==> src/rtl/dmem_store_buffer_if.sv <==
// Request/response channel between the MEM stage (master) and the store buffer (slave).
interface dmem_store_buffer_if #(
    parameter int unsigned AW = 7,
    parameter int unsigned DW = 32
);
    logic          req_valid;
    logic          req_ready;
    logic          req_we;
    logic [AW-1:0] req_addr;
    logic [DW-1:0] req_wdata;
    logic          resp_valid;
    logic [DW-1:0] resp_rdata;

    modport master (
        output req_valid, req_we, req_addr, req_wdata,
        input  req_ready, resp_valid, resp_rdata
    );

    modport slave (
        input  req_valid, req_we, req_addr, req_wdata,
        output req_ready, resp_valid, resp_rdata
    );
endinterface

==> src/rtl/dmem_store_buffer.sv <==
// Store buffer in front of the data memory bank: queues stores, drains one per cycle, serves loads.
// Define SB_LOAD_FWD_EN to forward queued store data to matching loads.
module dmem_store_buffer #(
    parameter int unsigned DEPTH = 4,
    parameter int unsigned AW    = 7,
    parameter int unsigned DW    = 32,
    localparam int unsigned PW   = $clog2(DEPTH),
    localparam int unsigned CW   = PW + 1
) (
    input  logic                 clk,
    input  logic                 rst_n,
    dmem_store_buffer_if.slave   req_if,
    input  logic                 mem_busy,
    output logic                 mem_read,
    output logic                 mem_write,
    output logic [AW-1:0]        mem_addr,
    output logic [DW-1:0]        mem_wdata,
    input  logic [DW-1:0]        mem_rdata,
    output logic [CW-1:0]        sb_count,
    output logic                 sb_empty
);
    localparam logic [CW-1:0] CntFull = CW'(DEPTH);

    logic [AW-1:0] addr_q [DEPTH];
    logic [AW-1:0] addr_d [DEPTH];
    logic [DW-1:0] data_q [DEPTH];
    logic [DW-1:0] data_d [DEPTH];
    logic [PW-1:0] head_q, head_d;
    logic [PW-1:0] tail_q, tail_d;
    logic [CW-1:0] count_q, count_d;
    logic          resp_valid_q, resp_valid_d;
    logic [DW-1:0] resp_rdata_q, resp_rdata_d;

    logic          full, empty, hit, load_rdy;
    logic          accept, push, load_acc, miss, pop;
    logic [DW-1:0] fwd_data;

    assign full  = (count_q == CntFull);
    assign empty = (count_q == '0);

    // Youngest match wins: scan oldest to youngest and let later hits overwrite.
`ifdef SB_LOAD_FWD_EN
    logic [PW-1:0] idx;
    always_comb begin
        hit      = 1'b0;
        fwd_data = '0;
        idx      = '0;
        for (int i = 0; i < int'(DEPTH); i++) begin
            idx = head_q + PW'(i);
            if ((CW'(i) < count_q) && (addr_q[idx] == req_if.req_addr)) begin
                hit      = 1'b1;
                fwd_data = data_q[idx];
            end
        end
    end
    assign load_rdy = !full && (hit || !mem_busy);
`else
    assign hit      = 1'b0;
    assign fwd_data = '0;
    // Without forwarding a load may only see memory once every older store has landed.
    assign load_rdy = empty && !mem_busy;
`endif

    always_comb begin
        req_if.req_ready = req_if.req_we ? !full : load_rdy;
        accept           = req_if.req_valid && req_if.req_ready;
        push             = accept && req_if.req_we;
        load_acc         = accept && !req_if.req_we;
        miss             = load_acc && !hit;
        pop              = !empty && !mem_busy && !miss;
    end

    // Port mux; forced low while in reset so an in-flight write is cut off at once.
    always_comb begin
        mem_read  = 1'b0;
        mem_write = 1'b0;
        mem_addr  = '0;
        mem_wdata = '0;
        if (rst_n) begin
            if (miss) begin
                mem_read = 1'b1;
                mem_addr = req_if.req_addr;
            end else if (pop) begin
                mem_write = 1'b1;
                mem_addr  = addr_q[head_q];
                mem_wdata = data_q[head_q];
            end
        end
    end

    always_comb begin
        addr_d = addr_q;
        data_d = data_q;
        head_d = head_q;
        tail_d = tail_q;
        if (push) begin
            addr_d[tail_q] = req_if.req_addr;
            data_d[tail_q] = req_if.req_wdata;
            tail_d         = tail_q + PW'(1);
        end
        if (pop) begin
            head_d = head_q + PW'(1);
        end
        unique case ({push, pop})
            2'b10:   count_d = count_q + CW'(1);
            2'b01:   count_d = count_q - CW'(1);
            default: count_d = count_q;
        endcase
        resp_valid_d = load_acc;
        resp_rdata_d = resp_rdata_q;
        if (load_acc) begin
            resp_rdata_d = hit ? fwd_data : mem_rdata;
        end
    end

    always_ff @(posedge clk or negedge rst_n) begin
        if (!rst_n) begin
            for (int i = 0; i < int'(DEPTH); i++) begin
                addr_q[i] <= '0;
                data_q[i] <= '0;
            end
            head_q       <= '0;
            tail_q       <= '0;
            count_q      <= '0;
            resp_valid_q <= 1'b0;
            resp_rdata_q <= '0;
        end else begin
            addr_q       <= addr_d;
            data_q       <= data_d;
            head_q       <= head_d;
            tail_q       <= tail_d;
            count_q      <= count_d;
            resp_valid_q <= resp_valid_d;
            resp_rdata_q <= resp_rdata_d;
        end
    end

    assign req_if.resp_valid = resp_valid_q;
    assign req_if.resp_rdata = resp_rdata_q;
    assign sb_count          = count_q;
    assign sb_empty          = empty;
endmodule
==> src/flat_wrapper.sv <==
// flat-port wrapper written by rule: the top's interface ports become plain ports
module dmem_store_buffer_flat 
#(
    parameter int unsigned DEPTH = 4,
    parameter int unsigned AW    = 7,
    parameter int unsigned DW    = 32,
    localparam int unsigned PW   = $clog2(DEPTH),
    localparam int unsigned CW   = PW + 1
)
  (clk, rst_n, mem_busy, mem_read, mem_write, mem_addr, mem_wdata, mem_rdata, sb_count, sb_empty, req_if_req_valid, req_if_req_we, req_if_req_addr, req_if_req_wdata, req_if_req_ready, req_if_resp_valid, req_if_resp_rdata);
  dmem_store_buffer_if #(.AW(AW), .DW(DW)) req_if_i ();
  input  logic clk;
  input  logic rst_n;
  input  logic mem_busy;
  output logic mem_read;
  output logic mem_write;
  output logic [AW-1:0] mem_addr;
  output logic [DW-1:0] mem_wdata;
  input  logic [DW-1:0] mem_rdata;
  output logic [CW-1:0] sb_count;
  output logic sb_empty;
  input wire logic [$bits(req_if_i.req_valid)-1:0] req_if_req_valid;
  input wire logic [$bits(req_if_i.req_we)-1:0] req_if_req_we;
  input wire logic [$bits(req_if_i.req_addr)-1:0] req_if_req_addr;
  input wire logic [$bits(req_if_i.req_wdata)-1:0] req_if_req_wdata;
  output wire logic [$bits(req_if_i.req_ready)-1:0] req_if_req_ready;
  output wire logic [$bits(req_if_i.resp_valid)-1:0] req_if_resp_valid;
  output wire logic [$bits(req_if_i.resp_rdata)-1:0] req_if_resp_rdata;
  assign req_if_i.req_valid = req_if_req_valid;
  assign req_if_i.req_we = req_if_req_we;
  assign req_if_i.req_addr = req_if_req_addr;
  assign req_if_i.req_wdata = req_if_req_wdata;
  assign req_if_req_ready = req_if_i.req_ready;
  assign req_if_resp_valid = req_if_i.resp_valid;
  assign req_if_resp_rdata = req_if_i.resp_rdata;
  dmem_store_buffer #(.DEPTH(DEPTH), .AW(AW), .DW(DW)) u_core (.clk(clk), .rst_n(rst_n), .req_if(req_if_i), .mem_busy(mem_busy), .mem_read(mem_read), .mem_write(mem_write), .mem_addr(mem_addr), .mem_wdata(mem_wdata), .mem_rdata(mem_rdata), .sb_count(sb_count), .sb_empty(sb_empty));
endmodule
==> config.mk <==
export PLATFORM = sky130hd
export DESIGN_NAME = dmem_store_buffer_flat
export DESIGN_NICKNAME = d
export VERILOG_FILES = /design/src/rtl/dmem_store_buffer_if.sv /design/src/rtl/dmem_store_buffer.sv /design/src/flat_wrapper.sv
export SDC_FILE = /design/constraint.sdc
export NUM_CORES = 1
export LEC_CHECK = 0
export ABC_AREA = 1
export CAP_MARGIN = 20
export CORE_MARGIN = 4
export CORE_UTILIZATION = 35
export CTS_CLUSTER_SIZE = 40
export DETAILED_ROUTE_END_ITERATION = 16
export HOLD_SLACK_MARGIN = 0.12
export PLACE_DENSITY_LB_ADDON = 0.25
export SYNTH_ARGS = -nofsm -noshare
export SYNTH_HDL_FRONTEND = slang
export SYNTH_SLANG_ARGS = --single-unit
==> constraint.sdc <==
create_clock -name clk -period 6.6 [get_ports clk]
set_input_delay 1.98 -clock clk [delete_from_list [all_inputs] [get_ports clk]]
set_output_delay 1.98 -clock clk [all_outputs]
set_load 0.1 [all_outputs]
==> flow_summary.ini <==
[outcome]
status = finished clean

[placed_design]
place_ws_ns = 0.574
hpwl_um = 14800
io_buffers = 154
place_congestion = 0.752
dpl_cell_area_um2 = 11100

[logic_synthesis]
ys_top_cells_by_count = nand2_1 (362), o21ai_0 (227), dfrtp_1 (196), a21oi_1 (112), inv_1 (95)
synth_edf_count = 0
async_flop_share_pct = 100
synthDistinctLibCells = 24
yosys_warnings = 0
synth_top_area_share_pct = 54.3
synth-seq-cells = 196
synth_area_leaders = dfrtp_1 (54%), nand2_1 (15%), o21ai_0 (13%), a21oi_1 (6.2%), inv_1 (4.0%)
syn_inst = 1105
synth_most_common_cell = nand2_1
netlist_area_um2 = 9020
synth_top_cell_by_area = dfrtp_1
ys.flop_type = dfrtp_1
syn_nets = 1187
synth_area_per_cell_um2 = 8.17
seq_area_frac_synth_pct = 54.3

[clocking]
clock-sinks = 196
cts_buffers = 17
cts-root-buf = clkbuf_16
path_clk_slew_ns = 0.08
cts.htree.levels = 4
cts.path.max_buffers = 2
tritoncts = done
ctsHoldBuffers = 0
cts_resized = 0
clkLatencyLatePin_ns = 0.44
post-cts-setup-buffers = 0

[sta]
max_slew_margin_pct = 27.0
rsz0062_at_grt = no
setup_violations = 0
hold_violations = 0
min_period_ns = 5.97
hold_ws_ns = 0.481
slew_violations = 0
setup_ws_ns = 0.629
tightest_slew_ns = 1.10
fmax_mhz = 167
tns_ns = 0
fin_crit_sh_pct = 90.5
skew_ns = 0.0130

[grt]
track_usage_pct = 17.4
grt_overflow = 0
grt_start_max_net_pins = 197
grt_pass1_vias = 7359
antenna_found_initial = 1
grt_pass1_wl_um = 39900

[worst_setup_path]
critical_path_arrival_ns = 3.99
cp_max_fo = 19
crit_path_start_kind = input port
crit_path_end_kind = primary output
critical_path_class = in -> out
rr_startpoint = u_core.sb_count[0]
crit_required_ns = 4.62
startpoint = mem_busy
rrSetupSlack_ns = 3.67

[final_layout]
final_area_um2 = 11700
layout-drive-gt1-share_pct = 8.38
fin_util_pct = 46.5
area_growth_pct = 30.0
fill_cells = 2467
nNetsFinal = 1298

[floorplanning]
die_w_um = 169
die_area_um2 = 28400
io_pins = 155
core_um2 = 25300
start_util_pct = 35.7
row_count = 58
die_y_um = 169

[power]
leakage_nw = 5.41
ir_worst_vdd_mv = 0.388
powerDensity_nw_per_um2 = 549

[detailed_routing]
vias = 7606
drcViolationCount = 0
wire_per_inst_um = 15.8
routed_wl_um = 24700
firstDrtPassIters = 5
ant_nets = 0
first_iter_violations = 603
vias_per_cell = 4.88

[job]
drv_cap = 0

[min_path]
hold_path_class = reg -> reg
hold_start = u_core.req_if.resp_rdata[18]
-- metal layers --
metal  vias up  track usage (%)  wire length, um
met5         -                0                0
met4         0             4.69              325
met3        16             4.81             1700
met2       207             27.1            11300
met1      3627             23.9            11300
li1       3756                -                -
-- final cells by class --
cell class	count	area (um^2)	share of cell area, %
antenna	1	2.50	0.0213
clock buffer	18	439	3.74
clock inverter	14	163	1.39
inverter	97	364	3.10
multi-input combinational	736	3350	28.5
timing repair buffer	168	2100	17.9
tap	330	413	3.52
sequential	196	4910	41.8
-- layout by cell type (no fill, tap or decap) --
master / instances
a21oi_1: 112
nand3_4: 1
buf_16: 2
o21a_1: 1
nand2_1: 362
nor2_1: 6
dfrtp_1: 194
ha_1: 5
buf_4: 13
nand4_2: 1
nor2_4: 5
inv_8: 3
clkinv_2: 1
inv_6: 4
bufinv_16: 1
diode_2: 1
xor2_1: 3
nand2_2: 1
clkinv_4: 3
inv_1: 92
inv_2: 3
clkbuf_8: 2
clkinv_1: 2
clkdlybuf4s50_1: 111
clkinv_8: 2
clkbuf_16: 17
xnor2_1: 1
fa_1: 1
nor2_2: 1
buf_12: 41
dfrtp_2: 2
o21ai_0: 227
o21ai_1: 9
-- power by group --
part / internal (W) / switching [W]
Sequential: 0.00177 / 0.000263
Combinational: 0.000937 / 0.00242
Clock: 0.000552 / 0.000509
Total: 0.00326 / 0.00319
-- metrics by stage --
| step | power (W) | std cells |
|---|---|---|
| after CTS | 0.00650 | 1557 |
| after detailed placement | 0.00541 | 1525 |
| after floorplan | 0.00440 | 1105 |
| final | 0.00645 | 1560 |
| after global routing | 0.00688 | 1560 |
| after global placement | 0.00537 | 1525 |
-- kinds of logic after synthesis --
group	synth area share [%]
DFF	54.3
xor gates and xnor gates	0.388
adders and majority gates	0.915
AOI/OAI and AO/OA	19.4
buffers and inverters	8.68
and+or+nand+nor	16.3
-- worst paths after layout --
check,endpoint,cells past startpoint
worst max register to register,u_core.data_q[52],6
min in group asynchronous,u_core.req_if.resp_rdata[9],2
max in group asynchronous,u_core.data_q[61],2
worst min register to register,u_core.req_if.resp_rdata[18],2
worst min-delay path,u_core.req_if.resp_rdata[18],2
worst max-delay path,mem_wdata[6],8
-- flip-flops by register name, indices dropped and copies added (netlist names) --
| signal | flops |
|---|---|
| u_core.data_q | 128 |
| u_core.req_if.resp_rdata | 32 |
| u_core.req_if.resp_valid | 1 |
| u_core.tail_q | 2 |
| u_core.addr_q | 28 |
| u_core.head_q | 2 |
| u_core.sb_count | 3 |
-- worst max-delay path: stages --
cell             delay [ns]
clkdlybuf4s50_1        0.49
inv_1                  0.05
nand2_1                0.13
nor2_4                 0.05
inv_1                  0.60
buf_4                  0.35
a21oi_1                0.11
buf_12                 0.20
No activity file was read; power rests on OpenSTA's default activity.
